<file path="config.mk">
export PLATFORM = sky130hd
export DESIGN_NAME = fetch_bundle_unit
export DESIGN_NICKNAME = d
export VERILOG_FILES = /design/src/rtl/fetch_pkg.sv /design/src/rtl/bundle_fifo.sv /design/src/rtl/fetch_bundle_unit.sv
export SDC_FILE = /design/constraint.sdc
export NUM_CORES = 1
export LEC_CHECK = 0
export ABC_AREA = 1
export CORE_MARGIN = 1.5
export CORE_UTILIZATION = 45
export CTS_CLUSTER_DIAMETER = 40
export DETAILED_ROUTE_END_ITERATION = 6
export PLACE_DENSITY = 0.75
export SYNTH_ARGS = -nofsm -noshare
export SYNTH_HDL_FRONTEND = slang
export SYNTH_SLANG_ARGS = --single-unit
</file>
<file path="constraint.sdc">
create_clock -name clk -period 8.7 [get_ports clk]
set_input_delay 1.74 -clock clk [delete_from_list [all_inputs] [get_ports clk]]
set_output_delay 1.74 -clock clk [all_outputs]
set_load 0.05 [all_outputs]
</file>
<file path="src/rtl/fetch_pkg.sv">
// Shared types and constants for the instruction-fetch front end.
//   XLEN_DEF     default PC/data width
//   INSTR_W      instruction width
//   NOP_INSTR    filler for lanes that precede an unaligned fetch target
//   fetch_state_e fetch sequencer states
//   bundle_entry_t FIFO entry layout for the default two-wide configuration
package fetch_pkg;

  localparam int unsigned XLEN_DEF    = 32;
  localparam int unsigned INSTR_W     = 32;
  localparam int unsigned ISSUE_W_DEF = 2;

  localparam logic [INSTR_W-1:0] NOP_INSTR = 32'h0000_0013;

  typedef enum logic [1:0] {
    S_RESET,
    S_FETCH,
    S_HOLD
  } fetch_state_e;

  // Entry layout of the default configuration; the top builds the same shape
  // sized by its own ISSUE_W/XLEN parameters.
  typedef struct packed {
    logic [ISSUE_W_DEF*INSTR_W-1:0] instrs;
    logic [ISSUE_W_DEF-1:0]         lane_mask;
    logic [XLEN_DEF-1:0]            pc;
  } bundle_entry_t;

  // Keep the fetched instruction for a live lane, otherwise substitute a NOP.
  function automatic logic [INSTR_W-1:0] nop_fill(input logic [INSTR_W-1:0] instr,
                                                  input logic               keep);
    return keep ? instr : NOP_INSTR;
  endfunction

endpackage

</file>
<file path="src/rtl/bundle_fifo.sv">
// Synchronous FIFO with flush, used as the fetch bundle buffer.
//   clk, rst_n   clock, synchronous active-low reset
//   flush        drop all entries (wins over push/pop)
//   push, wdata  write request and data (ignored when full)
//   pop, rdata   read request (ignored when empty) and head data
//   count        registered occupancy
//   full, empty  occupancy flags
module bundle_fifo #(
  parameter int unsigned WIDTH = 8,
  parameter int unsigned DEPTH = 4
) (
  input  logic                         clk,
  input  logic                         rst_n,
  input  logic                         flush,
  input  logic                         push,
  input  logic                         pop,
  input  logic [WIDTH-1:0]             wdata,
  output logic [WIDTH-1:0]             rdata,
  output logic [$clog2(DEPTH+1)-1:0]   count,
  output logic                         full,
  output logic                         empty
);

  localparam int unsigned PTR_W = $clog2(DEPTH);
  localparam int unsigned CNT_W = $clog2(DEPTH + 1);

  logic [WIDTH-1:0] mem_q [DEPTH];
  logic [PTR_W-1:0] wr_ptr_q;
  logic [PTR_W-1:0] rd_ptr_q;
  logic [CNT_W-1:0] count_q;
  logic             do_push;
  logic             do_pop;

  assign full    = (count_q == CNT_W'(DEPTH));
  assign empty   = (count_q == '0);
  assign do_push = push & ~full;
  assign do_pop  = pop & ~empty;

  // Pointers wrap naturally because DEPTH is a power of two.
  always_ff @(posedge clk) begin
    if (!rst_n || flush) begin
      wr_ptr_q <= '0;
      rd_ptr_q <= '0;
      count_q  <= '0;
    end else begin
      if (do_push) wr_ptr_q <= wr_ptr_q + PTR_W'(1);
      if (do_pop)  rd_ptr_q <= rd_ptr_q + PTR_W'(1);
      count_q <= count_q + CNT_W'(do_push) - CNT_W'(do_pop);
    end
  end

  // Storage needs no reset; occupancy tracking alone decides what is valid.
  always_ff @(posedge clk) begin
    if (do_push && !flush) mem_q[wr_ptr_q] <= wdata;
  end

  assign rdata = mem_q[rd_ptr_q];
  assign count = count_q;

endmodule

</file>
<file path="src/rtl/fetch_bundle_unit.sv">
// Instruction-fetch front end: reads ISSUE_W-wide bundles from a synchronous
// instruction memory, buffers them, and hands them to decode.
//   clk, rst_n                clock, synchronous active-low reset
//   imem_en, imem_addr        memory read strobe and bundle index
//   imem_rdata                bundle data, one cycle after imem_en, lane 0 in MSBs
//   redirect_valid/pc         branch/jump redirect from execute
//   out_valid/ready           bundle handshake towards decode
//   out_bundle                instructions (masked lanes hold NOPs)
//   out_lane_valid            per-lane valid, bit i = lane i
//   out_pc                    byte address of lane 0
//   stall_cnt, redirect_cnt   saturating event counters
module fetch_bundle_unit
  import fetch_pkg::*;
#(
  parameter int unsigned     XLEN       = XLEN_DEF,
  parameter int unsigned     ISSUE_W    = 2,
  parameter int unsigned     IMEM_AW    = 11,
  parameter int unsigned     FIFO_DEPTH = 4,
  parameter logic [XLEN-1:0] RESET_PC   = '0
) (
  input  logic                       clk,
  input  logic                       rst_n,
  output logic                       imem_en,
  output logic [IMEM_AW-1:0]         imem_addr,
  input  logic [ISSUE_W*INSTR_W-1:0] imem_rdata,
  input  logic                       redirect_valid,
  input  logic [XLEN-1:0]            redirect_pc,
  output logic                       out_valid,
  input  logic                       out_ready,
  output logic [ISSUE_W*INSTR_W-1:0] out_bundle,
  output logic [ISSUE_W-1:0]         out_lane_valid,
  output logic [XLEN-1:0]            out_pc,
  output logic [31:0]                stall_cnt,
  output logic [31:0]                redirect_cnt
);

  localparam int unsigned     BUNDLE_W     = ISSUE_W * INSTR_W;
  localparam int unsigned     BUNDLE_BYTES = ISSUE_W * 4;
  localparam int unsigned     BB           = $clog2(BUNDLE_BYTES);
  localparam int unsigned     CNT_W        = $clog2(FIFO_DEPTH + 1);
  localparam logic [XLEN-1:0] BASE_MASK    = ~XLEN'(BUNDLE_BYTES - 1);
  localparam logic [XLEN-1:0] LANE_SEL     = XLEN'(ISSUE_W - 1);

  typedef struct packed {
    logic [BUNDLE_W-1:0] instrs;
    logic [ISSUE_W-1:0]  lane_mask;
    logic [XLEN-1:0]     pc;
  } entry_t;

  localparam int unsigned ENTRY_W = $bits(entry_t);

  fetch_state_e state_q, state_d;
  logic [XLEN-1:0] pc_q, pc_d;
  logic            first_q, first_d;
  logic            epoch_q, epoch_d;

  // Read issued last cycle; its data is on imem_rdata this cycle.
  logic               rsp_valid_q;
  logic               rsp_epoch_q;
  logic [XLEN-1:0]    rsp_pc_q;
  logic [ISSUE_W-1:0] rsp_mask_q;

  logic [31:0] stall_cnt_q;
  logic [31:0] redirect_cnt_q;

  logic [XLEN-1:0]    fetch_pc;
  logic [XLEN-1:0]    fetch_base;
  logic [XLEN-1:0]    lane_off;
  logic [ISSUE_W-1:0] issue_mask;
  logic               issue;
  logic               credit;
  logic [CNT_W:0]     occupancy;

  entry_t           wr_entry;
  entry_t           rd_entry;
  logic             push;
  logic             pop;
  logic [CNT_W-1:0] fifo_count;
  logic             fifo_empty;
  logic             unused_fifo_full;

  // A redirect takes the read port in its own cycle, bypassing the pc register.
  always_comb begin
    fetch_pc   = redirect_valid ? redirect_pc : pc_q;
    fetch_base = fetch_pc & BASE_MASK;
    lane_off   = (fetch_pc >> 2) & LANE_SEL;
  end

  // Credit counts the in-flight read but not a same-cycle pop, so a push
  // always finds room.
  assign occupancy = {1'b0, fifo_count} + (CNT_W + 1)'(rsp_valid_q);
  assign credit    = (occupancy < (CNT_W + 1)'(FIFO_DEPTH));

  always_comb begin
    state_d = state_q;
    issue   = 1'b0;
    case (state_q)
      S_RESET: state_d = S_FETCH;
      S_FETCH: begin
        if (credit) issue = 1'b1;
        else        state_d = S_HOLD;
      end
      S_HOLD: begin
        if (credit) state_d = S_FETCH;
      end
      default: state_d = S_RESET;
    endcase
    // The FIFO is flushed by the redirect, so credit does not gate this read.
    if (redirect_valid) begin
      issue   = 1'b1;
      state_d = S_FETCH;
    end
  end

  always_comb begin
    pc_d    = pc_q;
    first_d = first_q;
    epoch_d = epoch_q ^ redirect_valid;
    for (int unsigned i = 0; i < ISSUE_W; i++) begin
      issue_mask[i] = (XLEN'(i) >= lane_off);
    end
    // Only the first bundle after reset or redirect can start mid-bundle.
    if (!(redirect_valid || first_q)) issue_mask = '1;
    if (issue) begin
      pc_d    = fetch_base + XLEN'(BUNDLE_BYTES);
      first_d = 1'b0;
    end
  end

  assign imem_en   = issue;
  assign imem_addr = fetch_pc[BB +: IMEM_AW];

  always_ff @(posedge clk) begin
    if (!rst_n) begin
      state_q     <= S_RESET;
      pc_q        <= RESET_PC;
      first_q     <= 1'b1;
      epoch_q     <= 1'b0;
      rsp_valid_q <= 1'b0;
      rsp_epoch_q <= 1'b0;
      rsp_pc_q    <= '0;
      rsp_mask_q  <= '0;
    end else begin
      state_q     <= state_d;
      pc_q        <= pc_d;
      first_q     <= first_d;
      epoch_q     <= epoch_d;
      rsp_valid_q <= issue;
      rsp_epoch_q <= epoch_d;
      rsp_pc_q    <= fetch_base;
      rsp_mask_q  <= issue_mask;
    end
  end

  // A response belongs to the current epoch only if no redirect has landed
  // since it was issued; a redirect this cycle flushes it anyway.
  assign push = rsp_valid_q & (rsp_epoch_q == epoch_q) & ~redirect_valid;

  always_comb begin
    wr_entry.pc        = rsp_pc_q;
    wr_entry.lane_mask = rsp_mask_q;
    wr_entry.instrs    = '0;
    for (int unsigned i = 0; i < ISSUE_W; i++) begin
      wr_entry.instrs[(ISSUE_W-1-i)*INSTR_W +: INSTR_W] =
          nop_fill(imem_rdata[(ISSUE_W-1-i)*INSTR_W +: INSTR_W], rsp_mask_q[i]);
    end
  end

  bundle_fifo #(
    .WIDTH(ENTRY_W),
    .DEPTH(FIFO_DEPTH)
  ) u_fifo (
    .clk  (clk),
    .rst_n(rst_n),
    .flush(redirect_valid),
    .push (push),
    .pop  (pop),
    .wdata(wr_entry),
    .rdata(rd_entry),
    .count(fifo_count),
    .full (unused_fifo_full),
    .empty(fifo_empty)
  );

  assign out_valid      = ~fifo_empty & ~redirect_valid;
  assign pop            = out_valid & out_ready;
  assign out_bundle     = rd_entry.instrs;
  assign out_pc         = rd_entry.pc;
  assign out_lane_valid = out_valid ? rd_entry.lane_mask : '0;

  always_ff @(posedge clk) begin
    if (!rst_n) begin
      stall_cnt_q    <= '0;
      redirect_cnt_q <= '0;
    end else begin
      if (out_valid && !out_ready && (stall_cnt_q != '1)) begin
        stall_cnt_q <= stall_cnt_q + 32'd1;
      end
      if (redirect_valid && (redirect_cnt_q != '1)) begin
        redirect_cnt_q <= redirect_cnt_q + 32'd1;
      end
    end
  end

  assign stall_cnt    = stall_cnt_q;
  assign redirect_cnt = redirect_cnt_q;

endmodule
</file>
==> flow_summary.toml <==
[global_route]
groute.usage.overall_pct = 22.3
grt_pass1_vias = 16900
grt_pass1_wl_mm = 88.6
grt_overflow = 0
antenna_found_initial = 8
grt_max_degree = 122

[placed_design]
hpwl_mm = 35.6
dp_worst_setup_slack_ns = 2.66
gp_congestion = 0.925
place_inst = 3168
portBuffers = 269

[clock_tree]
clock_path_buffers = 3
clk_pin_slew_ns = 0.06
insertion_delay_ns = 0.61
clock-sinks = 516
postCtsHoldBufs = 0
cts_made_buffers = 73
root_buffer = "clkbuf_16"
cts.htree.levels = 3
cts_tree = "yes"
cts_resized = 0
post_cts_buffers = 0

[min_path]
hp-class = "register to register"

[floorplanning]
initial_core_util_pct = 45.7
io_pins = 275
fp-row-count = 81
die_y_um = 226
die_area_mm2 = 0.0510
die_x_um = 226
core_area_mm2 = 0.0490

[worst_setup_path]
worst-path-max-fanout = 50
cp-start-kind = "primary input"
critPathRequiredTime_ns = 6.96
cp.arrival_ns = 4.29
worstSetupPathType = "primary input to output port"
end_kind = "output port"

[synthesis]
ys_top_cells_by_count = "nand2_1 (526), edfxtp_1 (380), nor2_1 (365), o21ai_0 (226), inv_1 (199)"
synthArstFlopShare_pct = 0
synth_seq_cells = 516
ys_types = 40
synthFlopType = "edfxtp_1"
synth_warnings = 0
avgSynthCellArea_um2 = 9.58
yosysSeqAreaShare_pct = 63.2
yosysTopAreaCell = "edfxtp_1"
yosysTopAreaCellShare_pct = 51.1
syn_inst = 2332
synth.most_common_cell = "nand2_1"
synth_edf_count = 380
ys_top_cells_by_area = "edfxtp_1 (51%), dfxtp_1 (12%), nand2_1 (8.8%), nor2_1 (6.1%), o21ai_0 (5.1%)"
synthesis.area_mm2 = 0.0223

[power]
power.total_mw = 6.14
power_density_mw_per_mm2 = 220
ir_worst_vdd_mv = 0.123
p_leak_nw = 10.6

[routing]
antenna_left = 0
routed_via_density = 5.19
via_count = 17100
drc = 0
drt_iter0_drc = 1178
wl_per_cell_um = 17.3
wl_mm = 57.2
drt_pass1_iterations = 5

[final_layout]
drive_gt1_share_pct = 7.24
area_delta_synth_final_pct = 25.1
fillerInstances = 4024
layout.cells.non_filler = 3302
num_antenna_cells = 0
final_core_util_pct = 57.1
nets = 2690

[timing]
post-route-period-util_pct = 69.4
setup_violations = 0
finalSetupTns_ns = 0
maxSlewViolCount = 0
maxSlewHeadroom_pct = 17.8
layout_setup_ws_ns = 2.67
hold_violations = 0
skew_ns = 0.0234
max_freq_mhz = 166
min_period_ns = 6.03
rsz0062_at_grt = "false"
tightest_slew_ns = 1.23

[status]
status = "completed"

[job]
max_cap_viol_count = 0
-- per-stage QoR --
step | hold WS (ns) | instance area [µm²]
finish | 0.450 | 28000
floorplan | 0.436 | 22400
CTS | 0.451 | 28000
global route | 0.458 | 28000
global placement | 0.445 | 25500
detailed placement | 0.463 | 25500
-- final cells by class --
type                       count  area (µm²)  area share (%)
inverter                     207         779            2.79
sequential                   516       14100            50.6
multi-input combinational   1493        6890            24.6
tap                          664         831            2.97
clock inverter                44         499            1.79
clock buffer                  90        2000            7.14
timing repair buffer         288        2830            10.1
-- cell families (layout without fill, tap and decap cells) --
family                   Yosys count  in the layout  synth area share (%)
buffers and inverters            325            629                  6.12
AND/OR/NAND/NOR                 1041           1041                  18.9
other                              1              3                0.0168
adder cells (fa/ha/maj)           11             11                 0.649
AO/OA/AOI/OAI                    399            399                  9.54
flip-flops                       516            516                  63.2
XOR/XNOR                          39             39                  1.53
-- final timing paths --
check	endpoint	cells after the start	startpoint	slack (ns)
max	imem_en	6	redirect_valid	2.67
min	u_fifo.mem_q[3][11]$_DFFE_PP_	0	rsp_pc_q[14]$_SDFF_PN0_	0.45
max reg2reg	u_fifo.mem_q[0][44]$_DFFE_PP_	5	u_fifo.count[1]$_SDFF_PP0_	5.64
min reg2reg	u_fifo.mem_q[3][11]$_DFFE_PP_	0	rsp_pc_q[14]$_SDFF_PN0_	0.45
-- routing by layer --
layer	GRT usage [%]	up-vias	wire length, µm
li1	-	8292	-
met1	26.7	8157	22900
met2	37.6	546	27500
met5	0	-	100
met3	7.04	124	5240
met4	7.97	14	1440
-- critical path: stages --
cell and delay, ns:
buf_2 0.07, buf_4 0.45, inv_2 0.47, o21ai_4 0.15, buf_4 0.41, clkdlybuf4s50_1 0.95
-- flip-flops by register name (all words and copies together), names as in the netlist, named ones only --
| register | cells |
|---|---|
| u_fifo.wr_ptr_q | 2 |
| rsp_mask_q | 2 |
| u_fifo.mem_q | 380 |
| pc_q | 29 |
| rsp_valid_q | 1 |
| stall_cnt | 32 |
| rsp_pc_q | 29 |
| u_fifo.rd_ptr_q | 2 |
| state_q | 2 |
| redirect_cnt | 32 |
| u_fifo.count | 3 |
-- layout by cell type (no fill, tap or decap), types with 72 or more instances in the layout --
cell type,n
dfxtp_1,134
a21oi_1,72
inv_1,198
o22ai_1,93
o21ai_0,226
nor2_1,361
clkbuf_16,77
clkdlybuf4s50_1,268
nand2_1,526
edfxtp_1,380
-- power by group --
part | switching, mW | total, mW | leakage [nW] | internal (mW)
registers | 0.0240 | 2.72 | 4.65 | 2.70
clock network | 1.12 | 2.99 | 1.22 | 1.87
logic | 0.290 | 0.427 | 4.70 | 0.137
total | 1.44 | 6.14 | 10.6 | 4.70
Note: power is estimated with default switching activity, not from simulation.
